--- src/rtl/cpu_defs_pkg.sv ---
// Register-file geometry shared by the writeback path and its neighbours.
// x0 is hardwired to zero, so writes to REG_ZERO are dropped.
package cpu_defs_pkg;
  localparam int REG_ADDR_W = 5;
  localparam int REG_DATA_W = 32;
  localparam logic [REG_ADDR_W-1:0] REG_ZERO = 5'd0;

  typedef logic [REG_ADDR_W-1:0] reg_addr_t;
  typedef logic [REG_DATA_W-1:0] reg_data_t;
endpackage

--- src/rtl/wb_queue.sv ---
// Generic in-order synchronous FIFO of (addr, data) pairs; push visible at head next cycle.
// No internal overflow guard: the caller gates push on count < DEPTH and pop on count != 0.
module wb_queue #(
  parameter int DEPTH  = 4,
  parameter int ADDR_W = 5,
  parameter int DATA_W = 32,
  localparam int PTR_W = $clog2(DEPTH),
  localparam int CNT_W = PTR_W + 1
) (
  input  logic                          clk,
  input  logic                          rst,
  input  logic                          push,
  input  logic [ADDR_W-1:0]             push_addr,
  input  logic [DATA_W-1:0]             push_data,
  input  logic                          pop,
  output logic [ADDR_W-1:0]             head_addr,
  output logic [DATA_W-1:0]             head_data,
  output logic [PTR_W-1:0]              head,
  output logic [CNT_W-1:0]              count,
  output logic [DEPTH-1:0]              ent_valid,
  output logic [DEPTH-1:0][ADDR_W-1:0]  ent_addr,
  output logic [DEPTH-1:0][DATA_W-1:0]  ent_data
);
  logic [DEPTH-1:0][ADDR_W-1:0] addr_q;
  logic [DEPTH-1:0][DATA_W-1:0] data_q;
  logic [PTR_W-1:0]             head_q;
  logic [PTR_W-1:0]             tail_q;
  logic [CNT_W-1:0]             count_q;
  logic [PTR_W-1:0]             age;

  always_ff @(posedge clk) begin
    if (rst) begin
      head_q  <= '0;
      tail_q  <= '0;
      count_q <= '0;
    end else begin
      if (push) tail_q <= tail_q + 1'b1;
      if (pop)  head_q <= head_q + 1'b1;
      unique case ({push, pop})
        2'b10:   count_q <= count_q + CNT_W'(1);
        2'b01:   count_q <= count_q - CNT_W'(1);
        default: count_q <= count_q;
      endcase
    end
  end

  // Storage is deliberately left out of reset; validity is derived from count.
  always_ff @(posedge clk) begin
    if (push && !rst) begin
      addr_q[tail_q] <= push_addr;
      data_q[tail_q] <= push_data;
    end
  end

  always_comb begin
    ent_valid = '0;
    age       = '0;
    for (int i = 0; i < DEPTH; i++) begin
      age          = PTR_W'(i) - head_q;
      ent_valid[i] = CNT_W'(age) < count_q;
    end
  end

  assign head_addr = addr_q[head_q];
  assign head_data = data_q[head_q];
  assign head      = head_q;
  assign count     = count_q;
  assign ent_addr  = addr_q;
  assign ent_data  = data_q;
endmodule

--- src/rtl/regfile_write_buffer.sv ---
// Queues writebacks and drains one per cycle into the register file (accept at edge N -> rf_we in N+1).
// wb_ready drops only when full or in reset; pending values are forwarded onto both read results.
module regfile_write_buffer
  import cpu_defs_pkg::*;
#(
  parameter int DEPTH  = 4,
  parameter int ADDR_W = REG_ADDR_W,
  parameter int DATA_W = REG_DATA_W,
  localparam int PTR_W = $clog2(DEPTH),
  localparam int CNT_W = PTR_W + 1
) (
  input  logic              clk,
  input  logic              rst,
  input  logic              wb_valid,
  output logic              wb_ready,
  input  logic [ADDR_W-1:0] wb_addr,
  input  logic [DATA_W-1:0] wb_data,
  output logic              rf_we,
  output logic [ADDR_W-1:0] rf_addr,
  output logic [DATA_W-1:0] rf_wd,
  input  logic [ADDR_W-1:0] rd_addr1,
  input  logic [ADDR_W-1:0] rd_addr2,
  input  logic [DATA_W-1:0] rf_rd1,
  input  logic [DATA_W-1:0] rf_rd2,
  output logic [DATA_W-1:0] fwd_rd1,
  output logic [DATA_W-1:0] fwd_rd2,
  output logic [CNT_W-1:0]  count,
  output logic              empty
);
  logic                         push;
  logic                         pop;
  logic [PTR_W-1:0]             head;
  logic [DEPTH-1:0]             ent_valid;
  logic [DEPTH-1:0][ADDR_W-1:0] ent_addr;
  logic [DEPTH-1:0][DATA_W-1:0] ent_data;
  logic [PTR_W-1:0]             idx;

  assign wb_ready = !rst && (count < CNT_W'(DEPTH));
  // x0 writes complete the handshake but never occupy an entry.
  assign push     = wb_valid && wb_ready && (wb_addr != ADDR_W'(REG_ZERO));
  assign empty    = (count == '0);
  assign rf_we    = !empty && !rst;
  assign pop      = rf_we;

  wb_queue #(
    .DEPTH  (DEPTH),
    .ADDR_W (ADDR_W),
    .DATA_W (DATA_W)
  ) u_queue (
    .clk       (clk),
    .rst       (rst),
    .push      (push),
    .push_addr (wb_addr),
    .push_data (wb_data),
    .pop       (pop),
    .head_addr (rf_addr),
    .head_data (rf_wd),
    .head      (head),
    .count     (count),
    .ent_valid (ent_valid),
    .ent_addr  (ent_addr),
    .ent_data  (ent_data)
  );

  // Walk oldest to youngest so the last match (youngest) wins.
  always_comb begin
    fwd_rd1 = rf_rd1;
    fwd_rd2 = rf_rd2;
    idx     = '0;
    for (int a = 0; a < DEPTH; a++) begin
      idx = head + PTR_W'(a);
      if (ent_valid[idx] && (ent_addr[idx] == rd_addr1)) fwd_rd1 = ent_data[idx];
      if (ent_valid[idx] && (ent_addr[idx] == rd_addr2)) fwd_rd2 = ent_data[idx];
    end
    if (rd_addr1 == ADDR_W'(REG_ZERO)) fwd_rd1 = '0;
    if (rd_addr2 == ADDR_W'(REG_ZERO)) fwd_rd2 = '0;
  end
endmodule
--- config.mk ---
export PLATFORM = sky130hd
export DESIGN_NAME = regfile_write_buffer
export DESIGN_NICKNAME = d
export VERILOG_FILES = /design/src/rtl/cpu_defs_pkg.sv /design/src/rtl/wb_queue.sv /design/src/rtl/regfile_write_buffer.sv
export SDC_FILE = /design/constraint.sdc
export NUM_CORES = 1
export LEC_CHECK = 0
export CAP_MARGIN = 25
export CORE_MARGIN = 2
export CORE_UTILIZATION = 49
export CTS_CLUSTER_DIAMETER = 50
export DETAILED_ROUTE_END_ITERATION = 7
export PLACE_DENSITY = 0.83
export SLEW_MARGIN = 20
export SYNTH_ARGS = -nofsm -noshare
export SYNTH_HDL_FRONTEND = slang
export SYNTH_HIERARCHICAL = 1
export SYNTH_SLANG_ARGS = --single-unit
--- constraint.sdc ---
create_clock -name clk -period 3.4 [get_ports clk]
set_input_delay 0.51 -clock clk [delete_from_list [all_inputs] [get_ports clk]]
set_output_delay 0.51 -clock clk [all_outputs]
set_load 0.01 [all_outputs]
==> summary.md <==
The flow ran to the end, but the final reports show violations. The checks that failed: setup timing. The fraction of power spent switching nets was 0.432. The analysis attributes to net switching a power of 4.49 mW. The finished layout holds 1872 standard cells, fillers aside. Wire length reported by the detailed router: 43.0 mm. In the final routed layout, each cell accounts on average for 23.0 um.

For the pin with the worst max-slew slack, the measured transition is 772 ps. Between clock sinks in the finished design, the worst skew comes to 6.58 ps. The tools report the maximum clock path buffer count as 2. TritonCTS built the clock tree.

Setup repair after global routing could not meet its margin everywhere. The initial cell density of the core was 0.496; the number of placement rows was 58. Post-synth net total: 1388. In this run the worst hold path is classified as reg2reg. The logs give 0 for the total congestion overflow after global routing and 1819 for the instance count after placement with tap cells included. The logs give 0.370 for the share of synthesized area occupied by flip-flops and latches and 11.9k for the total vias in the final route. After routing the design area is 16800 um2. The internal power component came out at 5.90 mW. The clock reaches the later pin of the worst-skew pair after 430 ps.

The run gives 25000 um2 as the core area. The number of storage elements in the synthesis netlist was 155; the H-tree depth reported by CTS was 4. The I/O pin count was 221. Along the worst path, the maximum fanout reaches 5. For the worst slew margin relative to its limit, the log shows 0.485. The height of the chip is 163 um, and the worst hold path cell count is 2. The type of the setup path with the least slack was reg2out. The post-synthesis cell type count is 46, and the weighted congestion reported at the end of routability-driven placement is 0.869.

After the first detailed-routing iteration, the DRC count stood at 1370. The tools report the total power consumption of the routed design as 10.4 mW. Relative to the synthesized area, the layout overhead comes to 35.3%. The hold violation total from the final report came out at 0. After routing, the total negative slack on setup checks comes to -27010 ps. For the max-slew violation total from the final report, the log shows 0. The root buffer cell chosen for the clock tree is sky130_fd_sc_hd__clkbuf_16. At the worst endpoint, the required time is 2890 ps. VDD sags by at most 0.000597 V.

The combinational share of power is 0.608. The final setup slack of the worst path is -474 ps, and the clock buffer count from CTS is 17. The worst register-to-register path has a depth of 9. The tools report the number of iterations in the first detailed-routing pass as 6. The DRC violations left came out at 0.

STA classifies the critical path startpoint as a register. Share of the clock period used by the worst path: 1.14. The logs give 15900 um2 for the cell area reported after detailed placement and 584 ps for the final hold slack. The die covers 26600 um2.

Timing would allow up to 258 MHz. STA classifies the critical path endpoint as a primary output. Buffers inserted to repair hold after CTS numbered 0. Setup violations remaining at the end of the flow were counted as 64.

A synthesized cell averages 9.80 um2. The die is 163 um wide. The logs give 1653 for the final net count and 0.319 for the global router's overall resource usage.

The endpoint of the lowest-slack register-to-register path is u_queue/count[2]. The number of input and output port buffers inserted came out at 220. In this run the static leakage power is 5.84 nW.

The fraction of final layout cells with drive strength greater than 1 came out at 0.268. The start point of the worst hold path is u_queue/tail_q[0]. The worst flop-to-flop path startpoint was u_queue/count[2]. The placed wire-length estimate came out at 28.1 mm. The worst hold path terminates at u_queue/tail_q[0]. After clock tree synthesis, the clock-pin slew on the worst setup and hold paths is 60 ps.

Subtracting the final worst setup slack from the clock period gives 3870 ps. The tools report the synthesized area as 12400 um2. Dividing total power by cell area gives a power density of 620 nW/um2.

For the worst setup path, the data arrival time is 3360 ps. Via count of the first global-routing pass: 11.9k. The count of nets left with antenna violations once routing finished came out at 0.

The first global-routing pass estimated 65.1 mm of wire. The logs give 1 for the number of antenna violations at the first check in global routing and 0.214 for the register share of total power. The clock share of power was 0.178; the slack of the worst reg-to-reg path was 990 ps. In the routed layout, each cell is associated on average with a via count of 6.38.

The reported max-cap violation count is 0, and the number of clock sinks seen by CTS is 155. The logs give 77 for the maximum number of pins on one net before global-route repair and 1264 for the synthesized netlist cell count. The count of yosys warnings during synthesis came out at 6.
==> state kept, by name, summed over array words and instances (netlist names) <==
| register | flops |
|---|---|
| u_queue/head | 2 |
| u_queue/ent_data | 128 |
| u_queue/ent_addr | 20 |
| u_queue/count | 3 |
| u_queue/tail_q | 2 |
==> logic make-up (layout without fill, tap and decap cells) <==
kind of cell               Yosys count  count (layout)  synth area share
and+or+nand+nor                    473             473             0.156
AOI/OAI and AO/OA                  216             216             0.131
adders and majority gates           10              10            0.0107
buffers and inverters              130             407            0.0522
xor gates and xnor gates            50              50            0.0354
muxes                              230             230             0.244
DFF                                155             155             0.370
other                                0               1                 0
==> synthesized netlist by cell type (all sizes together) <==
cell type / n / area share
a211o: 32 / 0.023
a211oi: 4 / 0.0024
a21oi: 40 / 0.016
a311o: 32 / 0.026
a311oi: 1 / 0.00071
and2: 6 / 0.0030
and3b: 1 / 0.00071
buf: 54 / 0.029
clkbuf: 64 / 0.019
dfxtp: 7 / 0.011
edfxtp: 148 / 0.36
fa: 1 / 0.0016
ha: 9 / 0.0091
inv: 12 / 0.0036
mux2: 34 / 0.031
mux2i: 142 / 0.11
mux4: 54 / 0.099
nand2: 285 / 0.086
nand2b: 2 / 0.0010
nand3: 30 / 0.012
nand3b: 4 / 0.0024
nand4: 5 / 0.0025
nor2: 114 / 0.035
nor2b: 3 / 0.0015
nor3: 13 / 0.0062
nor4: 2 / 0.0010
o211ai: 4 / 0.0024
o21ai: 38 / 0.015
o21bai: 1 / 0.00061
o221ai: 64 / 0.045
or2: 5 / 0.0025
or3: 2 / 0.0010
or3b: 1 / 0.00071
xnor2: 30 / 0.021
xor2: 20 / 0.014
==> metal layers <==
layer	up-vias	share of wire	GRT usage
met5	-	0	0
met4	0	0.045	0.159
met3	168	0.11	0.0660
met2	832	0.47	0.527
met1	5681	0.37	0.400
li1	5265	-	-
==> cell usage in the layout (no fill, tap or decap), types with 3 or more instances in the layout <==
master and n:
sky130_fd_sc_hd__buf_6 10, sky130_fd_sc_hd__nand3b_1 4, sky130_fd_sc_hd__a211o_1 32, sky130_fd_sc_hd__o221ai_1 11
sky130_fd_sc_hd__o21ai_0 35, sky130_fd_sc_hd__clkbuf_16 17, sky130_fd_sc_hd__edfxtp_1 148, sky130_fd_sc_hd__clkdlybuf4s50_1 156
sky130_fd_sc_hd__buf_8 4, sky130_fd_sc_hd__nor2_1 112, sky130_fd_sc_hd__mux2_2 33, sky130_fd_sc_hd__o211ai_1 4
sky130_fd_sc_hd__a311o_1 32, sky130_fd_sc_hd__and2_2 4, sky130_fd_sc_hd__o221ai_2 52, sky130_fd_sc_hd__nand2_1 284
sky130_fd_sc_hd__buf_2 63, sky130_fd_sc_hd__nand4_1 5, sky130_fd_sc_hd__nand3_1 30, sky130_fd_sc_hd__inv_1 8
sky130_fd_sc_hd__a21oi_1 37, sky130_fd_sc_hd__clkinvlp_4 3, sky130_fd_sc_hd__nor2b_1 3, sky130_fd_sc_hd__buf_4 96
sky130_fd_sc_hd__clkinv_2 3, sky130_fd_sc_hd__buf_12 32, sky130_fd_sc_hd__or2_4 3, sky130_fd_sc_hd__xnor2_1 28
sky130_fd_sc_hd__inv_2 3, sky130_fd_sc_hd__ha_1 7, sky130_fd_sc_hd__mux2i_1 139, sky130_fd_sc_hd__mux4_2 52
sky130_fd_sc_hd__a211oi_1 4, sky130_fd_sc_hd__dfxtp_1 5, sky130_fd_sc_hd__nor3_1 10, sky130_fd_sc_hd__xor2_1 20
==> through the flow <==
stage | util | setup WS (ps)
after floorplan | - | -4.64
after global placement | 0.638 | -423
after detailed placement | 0.638 | -515
after CTS | 0.667 | -421
after global routing | 0.671 | -584
final | 0.671 | -474
==> final cells by class <==
| class | count | area, um2 |
|---|---|---|
| Fill cell | 1870 | 8210 |
| Tap cell | 330 | 413 |
| Inverter | 12 | 47.5 |
| Sequential cell | 155 | 4590 |
| Timing Repair Buffer | 364 | 3480 |
| Multi-Input combinational cell | 979 | 7670 |
| Clock buffer | 19 | 433 |
| Antenna cell | 1 | 2.50 |
| Clock inverter | 12 | 123 |
==> power by group through the flow <==
stage	Sequential [mW]	Clock (mW)	Combinational, mW
2_1_floorplan	2.25	0	3.66
3_3_place_gp	2.24	0	5.70
3_5_place_dp	2.25	0	5.79
4_1_cts	2.21	1.86	6.02
5_1_grt	2.23	1.94	6.72
6_report	2.22	1.85	6.32
==> critical path: stages, from the launching register on <==
cell and delay [ps]:
sky130_fd_sc_hd__dfxtp_4 380, sky130_fd_sc_hd__xnor2_4 200, sky130_fd_sc_hd__inv_2 70, sky130_fd_sc_hd__ha_4 260, sky130_fd_sc_hd__a21oi_2 40, sky130_fd_sc_hd__or2_4 230, sky130_fd_sc_hd__mux2i_2 170, sky130_fd_sc_hd__mux2i_1 130
sky130_fd_sc_hd__buf_4 150, sky130_fd_sc_hd__nand4_1 100, sky130_fd_sc_hd__nor3_2 70, sky130_fd_sc_hd__or3b_4 440, sky130_fd_sc_hd__buf_6 160, sky130_fd_sc_hd__a211o_1 250, sky130_fd_sc_hd__o221ai_2 100, sky130_fd_sc_hd__buf_2 180
==> what timing repair did <==
| item | 4_1_cts | 5_1_grt |
|---|---|---|
| setup endpoints to repair | 80 | 75 |
| gates cloned | 3 | 0 |
| pin swaps | 8 | 12 |
| resized for setup | 302 | 26 |
| setup buffers | 15 | 3 |
==> worst max-delay path by stage <==
stage / startpoint / endpoint / slack, ps / depth (start not counted)
floorplan: u_queue/head[0] / fwd_rd1[11] / -5 / 16
global placement: rd_addr2[3] / fwd_rd2[9] / -420 / 10
detailed placement: rd_addr2[4] / fwd_rd2[0] / -510 / 10
CTS: u_queue/head[1] / fwd_rd1[0] / -420 / 15
global route: u_queue/head[0] / fwd_rd2[0] / -580 / 16
finish: u_queue/head[0] / fwd_rd1[28] / -470 / 15
No activity file was read; power rests on OpenSTA's default activity.
